File: src/rtl/uart_apb_pkg.sv
// -----------------------------------------------------------------------------
// uart_apb_pkg
// Shared definitions for the APB3 UART completer: register byte offsets,
// STATUS / CTRL bit positions, the UART bit-level state encoding used by both
// the transmitter and the receiver, and the smallest usable baud divisor.
// -----------------------------------------------------------------------------
package uart_apb_pkg;

  // Register byte offsets (paddr[3:0]).
  localparam logic [3:0] OffData    = 4'h0;
  localparam logic [3:0] OffStatus  = 4'h4;
  localparam logic [3:0] OffDivisor = 4'h8;
  localparam logic [3:0] OffCtrl    = 4'hC;

  // STATUS bit positions.
  localparam int StatTxBusy    = 0;
  localparam int StatRxValid   = 1;
  localparam int StatRxOverrun = 2;
  localparam int StatFrameErr  = 3;

  // CTRL bit positions.
  localparam int CtrlTxEn  = 0;
  localparam int CtrlRxEn  = 1;
  localparam int CtrlIrqEn = 2;

  // Divisors below this value leave too few clocks per bit for mid-bit
  // sampling, so they are clamped up to it.
  localparam int MinDivisor = 3;

  // Frame phase, shared by the TX and RX state machines.
  typedef enum logic [1:0] {
    IDLE  = 2'd0,
    START = 2'd1,
    DATA  = 2'd2,
    STOP  = 2'd3
  } uart_state_t;

endpackage

File: src/rtl/uart_rx_deserializer.sv
// -----------------------------------------------------------------------------
// uart_rx_deserializer
// Receives 8N1 frames from an asynchronous serial line.
//
// Ports:
//   clk, rst     sole clock, asynchronous active-high reset
//   i_rx         serial input, asynchronous to clk, idle high
//   i_rx_en      receiver enable; dropping it aborts any frame in progress
//   i_divisor    effective divisor (already clamped); one bit = i_divisor+1 clks
//   o_byte       last assembled byte, stable while the FSM is idle
//   o_valid      one-clock pulse: o_byte holds a byte with a good stop bit
//   o_frame_err  one-clock pulse: stop bit sampled low, byte discarded
// -----------------------------------------------------------------------------
module uart_rx_deserializer
  import uart_apb_pkg::*;
#(
  parameter int DivisorWidth = 16
) (
  input  logic                    clk,
  input  logic                    rst,
  input  logic                    i_rx,
  input  logic                    i_rx_en,
  input  logic [DivisorWidth-1:0] i_divisor,
  output logic [7:0]              o_byte,
  output logic                    o_valid,
  output logic                    o_frame_err
);

  logic [1:0]              r_sync;
  logic                    r_rx_d;
  uart_state_t             r_state, w_state_n;
  logic [DivisorWidth-1:0] r_cnt, w_cnt_n;
  logic [2:0]              r_bit, w_bit_n;
  logic [7:0]              r_shift, w_shift_n;
  logic                    r_valid, w_valid_n;
  logic                    r_frame_err, w_frame_err_n;

  logic                    w_rx;
  logic                    w_fall;
  logic                    w_tick;
  logic [DivisorWidth-1:0] w_half_m1;

  assign w_rx   = r_sync[1];
  assign w_fall = r_rx_d & ~w_rx;
  assign w_tick = (r_cnt == '0);
  // (divisor+1)/2 clocks to mid-start-bit, expressed as a down-count reload.
  assign w_half_m1 = (i_divisor - 1'b1) >> 1;

  always_comb begin
    // NOTE: every combinational output gets a default first, so no path can
    // leave it unassigned and infer a latch.
    w_state_n     = r_state;
    w_cnt_n       = r_cnt;
    w_bit_n       = r_bit;
    w_shift_n     = r_shift;
    w_valid_n     = 1'b0;
    w_frame_err_n = 1'b0;

    if (!i_rx_en) begin
      w_state_n = IDLE;
    end else begin
      case (r_state)
        IDLE: begin
          if (w_fall) begin
            w_state_n = START;
            w_cnt_n   = w_half_m1;
          end
        end
        START: begin
          if (w_tick) begin
            // Line back high at mid-start-bit: a glitch, not a frame.
            if (w_rx) begin
              w_state_n = IDLE;
            end else begin
              w_state_n = DATA;
              w_cnt_n   = i_divisor;
              w_bit_n   = '0;
            end
          end else begin
            w_cnt_n = r_cnt - 1'b1;
          end
        end
        DATA: begin
          if (w_tick) begin
            w_shift_n = {w_rx, r_shift[7:1]};  // LSB arrives first
            w_bit_n   = r_bit + 1'b1;
            w_cnt_n   = i_divisor;
            if (r_bit == 3'd7) w_state_n = STOP;
          end else begin
            w_cnt_n = r_cnt - 1'b1;
          end
        end
        STOP: begin
          if (w_tick) begin
            w_state_n     = IDLE;
            w_valid_n     = w_rx;
            w_frame_err_n = ~w_rx;
          end else begin
            w_cnt_n = r_cnt - 1'b1;
          end
        end
        default: w_state_n = IDLE;
      endcase
    end
  end

  // NOTE: clocked state uses non-blocking assignments only, so every flop
  // samples pre-edge values regardless of statement order.
  always_ff @(posedge clk or posedge rst) begin
    if (rst) begin
      r_sync      <= 2'b11;
      r_rx_d      <= 1'b1;
      r_state     <= IDLE;
      r_cnt       <= '0;
      r_bit       <= '0;
      r_shift     <= '0;
      r_valid     <= 1'b0;
      r_frame_err <= 1'b0;
    end else begin
      r_sync      <= {r_sync[0], i_rx};
      r_rx_d      <= w_rx;
      r_state     <= w_state_n;
      r_cnt       <= w_cnt_n;
      r_bit       <= w_bit_n;
      r_shift     <= w_shift_n;
      r_valid     <= w_valid_n;
      r_frame_err <= w_frame_err_n;
    end
  end

  assign o_byte      = r_shift;
  assign o_valid     = r_valid;
  assign o_frame_err = r_frame_err;

endmodule

File: src/rtl/apb3_uart_completer.sv
// -----------------------------------------------------------------------------
// apb3_uart_completer
// APB3 completer fronting an 8N1 UART. Four 32-bit registers:
//   0x0 DATA    write: send byte; read: received byte (clears rx_valid)
//   0x4 STATUS  {frame_err, rx_overrun, rx_valid, tx_busy}; W1C on bits 3:2
//   0x8 DIVISOR bit time = DIVISOR+1 clocks (values below 3 act as 3)
//   0xC CTRL    {irq_en, rx_en, tx_en}
//
// Ports:
//   clk, rst                          sole clock, async active-high reset
//   paddr, pselx, penable, pwrite,
//   pwdata                            APB3 request
//   pready, prdata, pslverr           APB3 response (zero outside completion)
//   tx_o                              serial out, idle high
//   rx_i                              serial in, asynchronous
//   irq_o                             registered level interrupt
// -----------------------------------------------------------------------------
module apb3_uart_completer
  import uart_apb_pkg::*;
#(
  parameter int AddressWidth   = 32,
  parameter int DataWidth      = 32,
  parameter int DivisorWidth   = 16,
  parameter int DefaultDivisor = 867
) (
  input  logic                    clk,
  input  logic                    rst,
  input  logic [AddressWidth-1:0] paddr,
  input  logic                    pselx,
  input  logic                    penable,
  input  logic                    pwrite,
  input  logic [DataWidth-1:0]    pwdata,
  output logic                    pready,
  output logic [DataWidth-1:0]    prdata,
  output logic                    pslverr,
  output logic                    tx_o,
  input  logic                    rx_i,
  output logic                    irq_o
);

  // ---------------------------------------------------------------- registers
  logic [DivisorWidth-1:0] r_divisor;
  logic [2:0]              r_ctrl;
  logic [7:0]              r_rx_byte;
  logic                    r_rx_valid;
  logic                    r_rx_overrun;
  logic                    r_frame_err;
  logic                    r_irq;

  // TX machine
  uart_state_t             r_tx_state, w_tx_state_n;
  logic [DivisorWidth-1:0] r_tx_cnt, w_tx_cnt_n;
  logic [2:0]              r_tx_bit, w_tx_bit_n;
  logic [7:0]              r_tx_shift, w_tx_shift_n;

  // ------------------------------------------------------------------ decode
  logic [DivisorWidth-1:0] w_div_eff;
  logic [3:0]              w_off;
  logic                    w_access, w_addr_ok, w_data_wr, w_err, w_done;
  logic                    w_tx_busy, w_tx_accept, w_tx_tick;
  logic                    w_rd_data, w_wr_status, w_wr_divisor, w_wr_ctrl;
  logic [7:0]              w_rx_byte;
  logic                    w_rx_load, w_rx_ferr;
  logic                    w_unused;

  assign w_div_eff = (r_divisor < DivisorWidth'(MinDivisor))
                   ? DivisorWidth'(MinDivisor) : r_divisor;

  assign w_off     = paddr[3:0];
  assign w_access  = pselx & penable;
  assign w_addr_ok = (paddr[1:0] == 2'b00) && (paddr <= AddressWidth'(OffCtrl));
  assign w_data_wr = w_addr_ok && (w_off == OffData) && pwrite;
  assign w_err     = !w_addr_ok || (w_data_wr && !r_ctrl[CtrlTxEn]);
  assign w_tx_busy = (r_tx_state != IDLE);

  // Only a legal DATA write against a busy transmitter stalls; errors
  // always complete immediately.
  assign pready  = w_access && !(w_data_wr && !w_err && w_tx_busy);
  assign w_done  = w_access && pready;
  assign pslverr = w_done && w_err;

  assign w_tx_accept  = w_done && !w_err && w_data_wr;
  assign w_rd_data    = w_done && !w_err && !pwrite && (w_off == OffData);
  assign w_wr_status  = w_done && !w_err && pwrite && (w_off == OffStatus);
  assign w_wr_divisor = w_done && !w_err && pwrite && (w_off == OffDivisor);
  assign w_wr_ctrl    = w_done && !w_err && pwrite && (w_off == OffCtrl);

  assign w_unused = ^pwdata[DataWidth-1:DivisorWidth];

  always_comb begin
    prdata = '0;
    if (w_done && !w_err && !pwrite) begin
      case (w_off)
        OffData:    prdata = r_rx_valid ? DataWidth'(r_rx_byte) : '0;
        OffStatus:  prdata = DataWidth'({r_frame_err, r_rx_overrun,
                                         r_rx_valid, w_tx_busy});
        OffDivisor: prdata = DataWidth'(r_divisor);
        OffCtrl:    prdata = DataWidth'(r_ctrl);
        default:    prdata = '0;
      endcase
    end
  end

  // ---------------------------------------------------------------------- TX
  // Each phase reloads the counter with the divisor current at the bit
  // boundary, so a DIVISOR write never stretches the bit in flight.
  assign w_tx_tick = (r_tx_cnt == '0);

  always_comb begin
    w_tx_state_n = r_tx_state;
    w_tx_cnt_n   = r_tx_cnt;
    w_tx_bit_n   = r_tx_bit;
    w_tx_shift_n = r_tx_shift;
    case (r_tx_state)
      IDLE: begin
        if (w_tx_accept) begin
          w_tx_state_n = START;
          w_tx_cnt_n   = w_div_eff;
          w_tx_shift_n = pwdata[7:0];
        end
      end
      START: begin
        if (w_tx_tick) begin
          w_tx_state_n = DATA;
          w_tx_cnt_n   = w_div_eff;
          w_tx_bit_n   = '0;
        end else begin
          w_tx_cnt_n = r_tx_cnt - 1'b1;
        end
      end
      DATA: begin
        if (w_tx_tick) begin
          w_tx_cnt_n   = w_div_eff;
          w_tx_shift_n = {1'b0, r_tx_shift[7:1]};
          w_tx_bit_n   = r_tx_bit + 1'b1;
          if (r_tx_bit == 3'd7) w_tx_state_n = STOP;
        end else begin
          w_tx_cnt_n = r_tx_cnt - 1'b1;
        end
      end
      STOP: begin
        if (w_tx_tick) w_tx_state_n = IDLE;
        else           w_tx_cnt_n   = r_tx_cnt - 1'b1;
      end
      default: w_tx_state_n = IDLE;
    endcase
  end

  always_ff @(posedge clk or posedge rst) begin
    if (rst) begin
      r_tx_state <= IDLE;
      r_tx_cnt   <= '0;
      r_tx_bit   <= '0;
      r_tx_shift <= '0;
    end else begin
      r_tx_state <= w_tx_state_n;
      r_tx_cnt   <= w_tx_cnt_n;
      r_tx_bit   <= w_tx_bit_n;
      r_tx_shift <= w_tx_shift_n;
    end
  end

  // Decoded straight from flops: reset forces IDLE, so the line goes high
  // as soon as rst rises.
  assign tx_o = (r_tx_state == START) ? 1'b0 :
                (r_tx_state == DATA)  ? r_tx_shift[0] : 1'b1;

  // ---------------------------------------------------------------------- RX
  uart_rx_deserializer #(
    .DivisorWidth (DivisorWidth)
  ) u_rx (
    .clk         (clk),
    .rst         (rst),
    .i_rx        (rx_i),
    .i_rx_en     (r_ctrl[CtrlRxEn]),
    .i_divisor   (w_div_eff),
    .o_byte      (w_rx_byte),
    .o_valid     (w_rx_load),
    .o_frame_err (w_rx_ferr)
  );

  // ---------------------------------------------------- register file / IRQ
  always_ff @(posedge clk or posedge rst) begin
    if (rst) begin
      r_divisor    <= DivisorWidth'(DefaultDivisor);
      r_ctrl       <= '0;
      r_rx_byte    <= '0;
      r_rx_valid   <= 1'b0;
      r_rx_overrun <= 1'b0;
      r_frame_err  <= 1'b0;
      r_irq        <= 1'b0;
    end else begin
      if (w_wr_divisor) r_divisor <= pwdata[DivisorWidth-1:0];
      if (w_wr_ctrl)    r_ctrl    <= pwdata[2:0];

      // A read landing with a new byte consumes the old one, so the new byte
      // is not an overrun and rx_valid stays set.
      if (w_rx_load) begin
        r_rx_byte  <= w_rx_byte;
        r_rx_valid <= 1'b1;
      end else if (w_rd_data) begin
        r_rx_valid <= 1'b0;
      end

      if (w_rx_load && r_rx_valid && !w_rd_data)
        r_rx_overrun <= 1'b1;
      else if (w_wr_status && pwdata[StatRxOverrun])
        r_rx_overrun <= 1'b0;

      if (w_rx_ferr)
        r_frame_err <= 1'b1;
      else if (w_wr_status && pwdata[StatFrameErr])
        r_frame_err <= 1'b0;

      r_irq <= r_ctrl[CtrlIrqEn] & (r_rx_valid | r_rx_overrun | r_frame_err);
    end
  end

  assign irq_o = r_irq;

endmodule

File: config.mk
export PLATFORM = sky130hd
export DESIGN_NAME = apb3_uart_completer
export DESIGN_NICKNAME = d
export VERILOG_FILES = /design/src/rtl/uart_apb_pkg.sv /design/src/rtl/uart_rx_deserializer.sv /design/src/rtl/apb3_uart_completer.sv
export SDC_FILE = /design/constraint.sdc
export NUM_CORES = 1
export LEC_CHECK = 0
export BUFFER_PORTS_ARGS = -buffer_cell sky130_fd_sc_hd__clkbuf_2
export CAP_MARGIN = 20
export CORE_ASPECT_RATIO = 0.7
export CORE_MARGIN = 4
export CORE_UTILIZATION = 57
export CTS_CLUSTER_SIZE = 14
export DETAILED_ROUTE_END_ITERATION = 7
export GPL_ROUTABILITY_DRIVEN = 1
export PLACE_DENSITY = 0.88
export SLEW_MARGIN = 20
export SYNTH_ARGS = -nofsm -noshare
export SYNTH_HDL_FRONTEND = slang
export SYNTH_HIERARCHICAL = 1
export SYNTH_SLANG_ARGS = --single-unit
File: constraint.sdc
create_clock -name clk -period 3.3 [get_ports clk]
set_clock_uncertainty 0.2 [all_clocks]
set_input_delay 0.495 -clock clk [delete_from_list [all_inputs] [get_ports clk]]
set_output_delay 0.495 -clock clk [all_outputs]
set_load 0.01 [all_outputs]
# Word level (Yosys, flattened, before mapping)
# Cells that the tools add are included.
# totals
output_inout_bits	36
input_bits	70
reg_bits	94
wordCells	162
# op_classes
bitwise	6
n_mux	52
reduce_logical	50
n_eq_ne	28
magnitude_cmp	2
n_addsub	5
# ops
cell	n
$mux W16	10
$pmux W16 S4	2
$pmux W16 S3	1
$sub A16 B1 Y16 const B	3
$le A32 B4 Y1 const B	1
$logic_not A16 Y1	2
$mux W2	12
$mux W8	3
$logic_and A1 B1 Y1	21
$lt A16 B2 Y1 const B	1
$ne A2 B2 Y1 const B	8
$pmux W2 S4	2
$pmux W8 S2	1
$mux W3	5
$ne A3 B2 Y1 const B	5
$reduce_and A5 Y1	3
$mux W1	14
$reduce_bool A2 Y1	7
$pmux W3 S2	2
$reduce_and A3 Y1	3
$eq A2 B2 Y1 const B	4
$eq A4 B4 Y1 const B	2
$add A3 B1 Y3 const B	2
$eq A3 B3 Y1 const B	2
other kinds (14)	27

# Longest topological paths before layout
# Gate-level depths: netlist of the first run.
# depth
word_depth	18
depth_mapped	10
depth_no_buf	10

# Cells and area by module
# Netlist of the first run, hierarchy kept.
# by_module_without_submodules
mod	cells_per_inst	instances	seq_area_each_um2	area_each_um2
apb3_uart_completer	374	1	1508.9	3709.8
uart_rx_deserializer	287	1	854.6	2625.0

# Least setup slack after synthesis of the first run
# No wires, ideal clock.
# synth_path
path_type	reg2reg
from	register u_rx.r_cnt[0]
to	register u_rx.r_cnt[5]
period_less_slack_ns	2.757
stages_incl_launch_ff	9
path_slack_ns	0.543
n_path_buf	1
t_required_ns	2.974
arrival_ns	2.431
setup_time_ns	0.126
path_cell_list	dfrtp_1 > clkbuf_1 > inv_1 > ha_1 > or4b_1 > nor4_4 > mux2_2 > a221o_1 > a221o_1
# synth_between
elab_chain_cells	3
word_cells_on_any_way	9
cone_classes	1 x add/sub; 2 x eq/ne; 4 x mux; 2 x reduce/logical
# synth_rtl
item	line_no	source
start, declared	uart_rx_deserializer.sv:32	logic [DivisorWidth-1:0] r_cnt, w_cnt_n;
start signal, assigned	uart_rx_deserializer.sv:123	r_cnt <= w_cnt_n;
$sub A16 B1 Y16 or $logic_not A16 Y1 (tied branches)	n/a	
$mux W16 (tied with other cells)	uart_rx_deserializer.sv:94	if (w_tick) begin
$pmux W16 S4 or $reduce_and A4 Y1 (tied branches)	n/a	
# Several ways; a longest one is shown, not always the timed one. The select of a mux whose other input is x is not followed.
# A chain may end at the register's enable or synchronous reset.

# Worst setup path in the final report of the first run
# layout_path
from	register r_tx_cnt[0]
to	register r_tx_cnt[8]
# layout_between
elab_chain_cells	3
word_cells_on_any_way	7
cone_classes	1 x add/sub; 1 x eq/ne; 3 x mux; 2 x reduce/logical
# layout_rtl
item	line_no	source
start, declared	apb3_uart_completer.sv:52	logic [DivisorWidth-1:0] r_tx_cnt, w_tx_cnt_n;
start signal, assigned	apb3_uart_completer.sv:157	r_tx_cnt <= w_tx_cnt_n;
$sub A16 B1 Y16 or $logic_not A16 Y1 (tied branches)	n/a	
$mux W16 (tied with other cells)	apb3_uart_completer.sv:142	if (w_tx_tick) w_tx_state_n = IDLE;
$pmux W16 S3 or $reduce_and A2 Y1 (tied branches)	n/a	
# Several ways; a longest one is shown, not always the timed one. The select of a mux whose other input is x is not followed.

==> results of run 1 <==
worst register-to-register path, stage by stage (launching register included):
cell	delay (ps)
dfrtp_1	400
inv_1	130
ha_1	220
or4b_1	490
or4_4	550
nor3_2	150
or2_1	570
o22ai_1	200
per-stage QoR:
stage	util, %	setup slack, ps	power, mW	instance area, um2
floorplan	-	542.6	1.246	6391
global placement	64.09	298.6	1.282	6787
detailed placement	64.09	205.6	1.288	6787
CTS	66.77	163.9	2.280	7071
global route	66.82	140.7	2.341	7076
finish	66.82	247.4	2.268	7076
path summary, 6_finish.rpt:
| path | from | endpoint | slack [ps] |
|---|---|---|---|
| setup / recovery | r_tx_cnt[0] | r_tx_cnt[8] | 250 |
| hold reg to reg | u_rx/r_sync[0] | u_rx/r_sync[1] | 160 |
| hold / removal | rx_i | u_rx/r_sync[0] | 30 |
| max in group asynchronous | rst | r_tx_cnt[13] | 2220 |
| setup reg to reg | r_tx_cnt[0] | r_tx_cnt[8] | 250 |
| min in group asynchronous | rst | u_rx/o_byte[4] | 70 |
metal layers:
layer | GRT usage [%] | share of wire [%]
met5 | 0 | 0
met4 | 10.53 | 2.9
met3 | 6.688 | 11
met2 | 46.51 | 45
met1 | 39.20 | 41
cell usage in the layout (no fill, tap or decap), types with 7 or more instances in the layout:
master     instances
a211oi_1          18
a21oi_1           33
a221o_1           11
a22oi_1           15
a32oi_1            7
and3_1            14
buf_4             29
clkbuf_16          9
clkbuf_2          73
conb_1            16
dfrtp_1           85
dfstp_2            9
ha_1              18
inv_1             37
mux2_2            54
nand2_1           40
nand3_1           22
nand4_1           13
nor2_1            31
nor3_1            16
nor4_1            15
o21ai_0           20
o22ai_1           15
flip-flops by register name, indices dropped and copies added, names as in the netlist, 3 cells and up:
signal,flops
u_rx/r_bit,3
u_rx/r_cnt,16
r_rx_byte,8
r_tx_cnt,16
r_ctrl,3
r_tx_bit,3
r_tx_shift,8
u_rx/o_byte,8
r_divisor,16
cell type report:
type                       instances  area (um2)
inverter                          38       142.6
timing repair buffer             102       583.1
fill                             786        3513
multi-input combinational        476        3517
tap                              148       185.2
sequential                        94        2364
clock inverter                     5       41.29
clock buffer                      11       242.7
synthesized netlist by cell type (all sizes together) (15+ instances only):
library cell	n	area share, %
mux2	54	9.6
ha	18	3.6
nand2	40	2.4
o22ai	15	1.5
a211oi	19	2.4
nor2	31	1.8
nor3	17	1.4
inv	38	2.3
nor4	22	3.6
buf	31	3.7
nand3	22	1.7
dfrtp	85	34
a22oi	15	1.8
a21oi	33	2.6
clkbuf	37	2.2
o21ai	22	1.9
power by group:
group          switching, mW  internal [mW]
clock                  0.464          0.539
combinational         0.0649         0.0370
sequential           0.00388           1.16
total                  0.532           1.74
logic make-up after synthesis:
family                     synth area share (%)
and+or+nand+nor                           18.94
AOI/OAI and AO/OA                         20.23
buffers and inverters                     8.137
DFF                                       37.31
muxes                                     10.39
adders and majority gates                 3.555
xor gates and xnor gates                  1.383
other                                   0.05920
what timing repair did:
| item | 4_1_cts | 5_1_grt |
|---|---|---|
| resized for setup | 0 | 1 |
| endpoints found under the setup margin | 0 | 4 |
| hold buffers | 0 | 0 |
==> impl_metrics.py, run 1 <==
metrics = {
    "floorplanning": {
        "coreArea_um2": 10590,
        "io_pins": 106,
        "start_util_pct": 59.83,
        "die_area_um2": 12890,
        "rows": 31,
        "die-width_um": 134,
        "die_h_um": 96.20,
    },
    "cts": {
        "clockBufferDepth": 2,
        "clk-insertion-delay-late_ps": 350,
        "cts_setup_buffers": 0,
        "numCtsBuffers": 9,
        "path_clk_slew_ps": 70,
        "cts-root-buf": "clkbuf_16",
        "cts_tree": "yes",
        "cts_sinks": 94,
        "cts_max_level": 3,
    },
    "sta": {
        "tns_ps": 0,
        "holdWs_ps": 31.32,
        "drv_slew": 0,
        "timing.final.crit_share_pct": 92.50,
        "setup_viol": 0,
        "grt_setup_unrepaired": "no",
        "fin_crit_ps": 3053,
        "clock.fmax_ghz": 0.3276,
        "worst_pin_slew_ps": 806.6,
        "max_slew_margin_pct": 46.23,
        "final-hold-violation-count": 0,
    },
    "critical_path": {
        "cp_num_cells": 7,
        "end_kind": "flop",
        "required_ps": 3290,
        "crit_slowest_cell": "or2_1",
        "cp_max_fo": 16,
        "crit_type": "reg2reg",
        "cpPeakStageDelay_ps": 570,
        "cp-start-kind": "flop",
        "timing.critical_path.buf_inv": 1,
        "r2r_cells": 7,
        "worst_ep_arrival_time_ps": 3050,
        "critPathTopFamily": "simple AND/OR/NAND/NOR gates",
        "cp_cell_sequence": "inv_1 -> ha_1 -> or4b_1 -> or4_4 -> nor3_2 -> or2_1 -> o22ai_1",
    },
    "drt": {
        "viasPerCell": 6.642,
        "vias": 5805,
        "wl_per_cell_um": 20.94,
        "drc_errors": 0,
        "wl_um": 18300,
        "first_iter_violations": 745,
        "drtPass1Iterations": 5,
        "ant_nets": 0,
    },
    "synthesis": {
        "synth_flop_cell": "dfrtp_1",
        "synthCells": 661,
        "synth_edf_count": 0,
        "synth-seq-cells": 94,
        "synth_cell_types": 78,
        "yosysSeqAreaShare_pct": 37.31,
        "ys_warn_count": 6,
        "syn_avg_cell_area_um2": 9.584,
        "synthArstFlopShare_pct": 100.0,
        "syn-cell-area_um2": 6335,
    },
    "finish": {
        "drive_above_1_share_pct": 28.65,
        "final_cells": 874,
        "diodes": 0,
        "syn_to_final_growth_pct": 11.69,
        "nets": 809,
    },
    "placed_design": {
        "dp_cells": 858,
        "portBuffers": 73,
        "place_hpwl_um": 12890,
        "routabilityCongestion": 0.9621,
    },
    "flow_run": {
        "drv_cap": 0,
    },
    "global_routing": {
        "grt_pass1_wl_um": 29490,
        "grt_max_degree": 61,
        "grt_pass1_vias": 5776,
        "antenna_found_initial": 0,
        "track_usage_pct": 29.09,
        "grt.overflow.total": 0,
    },
    "worst_hold_path": {
        "holdCritPathClass": "in2reg",
        "hold-path-cell-count": 1,
    },
    "pwr": {
        "p_per_area_nw_per_um2": 320.6,
        "irDropWorstVdd_v": 0.0002953,
        "leakagePower_nw": 3.232,
    },
    "status": {
        "status": "finished clean",
    },
}
Note: power is estimated with default switching activity, not from simulation.
==> run 2, diff against run 1 <==
--- a/config.mk
+++ b/config.mk
@@ -5,15 +5,16 @@
 export SDC_FILE = /design/constraint.sdc
 export NUM_CORES = 1
 export LEC_CHECK = 0
+export ABC_AREA = 1
 export BUFFER_PORTS_ARGS = -buffer_cell sky130_fd_sc_hd__clkbuf_2
 export CAP_MARGIN = 20
 export CORE_ASPECT_RATIO = 0.7
 export CORE_MARGIN = 4
-export CORE_UTILIZATION = 57
+export CORE_UTILIZATION = 58
 export CTS_CLUSTER_SIZE = 14
 export DETAILED_ROUTE_END_ITERATION = 7
 export GPL_ROUTABILITY_DRIVEN = 1
-export PLACE_DENSITY = 0.88
+export PLACE_DENSITY = 0.89
 export SLEW_MARGIN = 20
 export SYNTH_ARGS = -nofsm -noshare
 export SYNTH_HDL_FRONTEND = slang
==> impl_metrics.py, run 2 <==
metrics = {
    "status": {
        "status": "finished clean",
    },
    "cts": {
        "path_clk_slew_ps": 60,
        "cts_sinks": 94,
        "cts_setup_buffers": 0,
        "numCtsBuffers": 9,
        "cts_max_level": 3,
        "clk-insertion-delay-late_ps": 340,
        "cts-root-buf": "clkbuf_16",
        "clockBufferDepth": 2,
        "cts_tree": "yes",
    },
    "finish": {
        "diodes": 0,
        "final_cell_mix": "nand2_1 (303), nor2_1 (110), dfrtp_1 (85)",
        "final_cells": 1157,
        "top_regs": "r_divisor: 16 flops, r_tx_cnt: 16 flops, u_rx/r_cnt: 16 flops",
        "final_common_cell": "nand2_1",
        "fin_util_pct": 67.54,
        "drive_above_1_share_pct": 14.37,
        "nets": 1092,
        "syn_to_final_growth_pct": 11.17,
    },
    "sta": {
        "grt_setup_unrepaired": "no",
        "clock.fmax_ghz": 0.3304,
        "max_slew_margin_pct": 44.35,
        "tns_ps": 0,
        "timing.final.crit_share_pct": 91.72,
        "drv_slew": 0,
        "final-hold-violation-count": 0,
        "worst_pin_slew_ps": 832.7,
        "setup_viol": 0,
        "fin_crit_ps": 3027,
    },
    "global_routing": {
        "grt.busiest_layer": "met2",
        "antenna_found_initial": 0,
        "grt_max_degree": 38,
        "track_usage_pct": 26.94,
        "met3_usage_pct": 6.792,
        "grt_pass1_vias": 5760,
        "use_met1_pct": 38.41,
        "grt.overflow.total": 0,
        "grt_pass1_wl_um": 27680,
        "use_met2_pct": 41.43,
    },
    "critical_path": {
        "end_kind": "output port",
        "cpPeakStageDelay_ps": 420,
        "crit_type": "reg2out",
        "cp_max_fo": 9,
        "required_ps": 2600,
        "cp_cell_sequence": "inv_1 -> ha_1 -> clkinv_1 -> nand3_1 -> inv_1 -> a21oi_2 -> nand3_2 -> buf_4 -> nor3_1 -> clkbuf_2",
        "worst_ep_arrival_time_ps": 2330,
        "cp_common_cell": "inv_1",
        "cp-start-kind": "flop",
        "crit_slowest_cell": "dfrtp_1",
    },
    "placed_design": {
        "place_hpwl_um": 12520,
        "portBuffers": 73,
        "routabilityCongestion": 0.9617,
        "dp_cells": 1141,
    },
    "drt": {
        "wl_per_cell_um": 14.66,
        "drtPass1Iterations": 5,
        "ant_nets": 0,
        "wl_um": 16960,
        "drc_errors": 0,
        "viasPerCell": 5.518,
        "vias": 6384,
        "first_iter_violations": 768,
    },
    "synthesis": {
        "synth_cell_types": 47,
        "ys_top_cells_by_area": "dfrtp_1 (33%), nand2_1 (18%), nor2_1 (6.4%)",
        "synth_top_area_share_pct": 33.18,
        "synthCells": 940,
        "synth-seq-cells": 94,
        "synth_top_area_cell": "dfrtp_1",
        "synth_flop_cell": "dfrtp_1",
        "syn_avg_cell_area_um2": 6.819,
        "synthArstFlopShare_pct": 100.0,
        "yosysSeqAreaShare_pct": 36.87,
        "ys_top_cells_by_count": "nand2_1 (303), nor2_1 (110), dfrtp_1 (85)",
        "ys_warn_count": 6,
        "syn-cell-area_um2": 6410,
        "synth_most_common_cell": "nand2_1",
        "synth_edf_count": 0,
    },
    "floorplanning": {
        "start_util_pct": 60.76,
        "die_h_um": 95.96,
        "io_pins": 106,
        "rows": 31,
        "die_area_um2": 12820,
        "coreArea_um2": 10550,
        "die-width_um": 133.7,
    },
    "pwr": {
        "p_per_area_nw_per_um2": 313.4,
        "leakagePower_nw": 3.919,
        "irDropWorstVdd_v": 0.0002711,
        "p_total_mw": 2.233,
    },
    "flow_run": {
        "drv_cap": 0,
    },
    "worst_hold_path": {
        "holdCritPathClass": "in2reg",
    },
}
-- run 2: cells by family (layout without fill, tap and decap cells) --
group | count (synthesis) | after routing | share of synthesized area, %
buffers and inverters | 141 | 195 | 9.877
adders and majority gates | 18 | 18 | 3.514
and+or+nand+nor | 537 | 537 | 35.62
other | 1 | 16 | 0.05850
muxes | 1 | 1 | 0.1562
DFF | 94 | 94 | 36.87
xor gates and xnor gates | 27 | 27 | 3.689
AOI/OAI and AO/OA | 121 | 121 | 10.21
-- run 2: final timing paths --
path | start | endpoint | slack, ps | cells after the start
min in group asynchronous | rst | u_rx/o_byte[2] | 50 | 2
worst min register to register | u_rx/r_sync[0] | u_rx/r_sync[1] | 160 | 0
worst max register to register | r_divisor[8] | u_rx/r_cnt[9] | 290 | 16
max in group asynchronous | rst | r_divisor[9] | 2050 | 3
worst max-delay path | r_tx_state[0] | prdata[11] | 270 | 10
worst min-delay path | rx_i | u_rx/r_sync[0] | 30 | 1
-- run 2: repair_timing --
item / 4_1_cts / 5_1_grt
setup endpoints to repair: 0 / 8
hold buffers: 0 / 0
gates resized for setup: 0 / 1
-- run 2: worst max-delay path: cells and delay by family, from the launching register on --
family	cells	cell delay [ps]
compound gates	1	250
simple gates	3	510
buf+inv	5	660
fa+ha+maj	1	150
flops	1	420
-- run 2: power by group --
part           switching, mW  internal [mW]
Clock                  0.458          0.519
Combinational         0.0654         0.0332
Sequential           0.00142           1.16
Total                  0.525           1.71
-- run 2: layer usage --
metal  routed length (um)  vias to the layer above
li1                     -                     3088
met1                 7319                     2880
met2                 7342                      390
met3                 2069                       26
met4                  231                        0
met5                    0                        -
-- run 2: through the flow --
stage               setup slack, ps  hold WS, ps  area, um2
global route                  42.60        24.23       7126
global placement              418.6        145.8       6845
finish                        273.1        28.93       7126
floorplan                     720.0        145.2       6466
detailed placement            371.3        151.3       6845
CTS                           178.1        25.56       7121
-- run 2: cell type report --
cell class                 instances  area, um2
clock inverter                     6      46.29
tap                              148      185.2
sequential                        94       2364
inverter                          89      334.1
multi-input combinational        720       3475
clock buffer                      10      229.0
fill                             906       3425
timing repair buffer              90      493.0
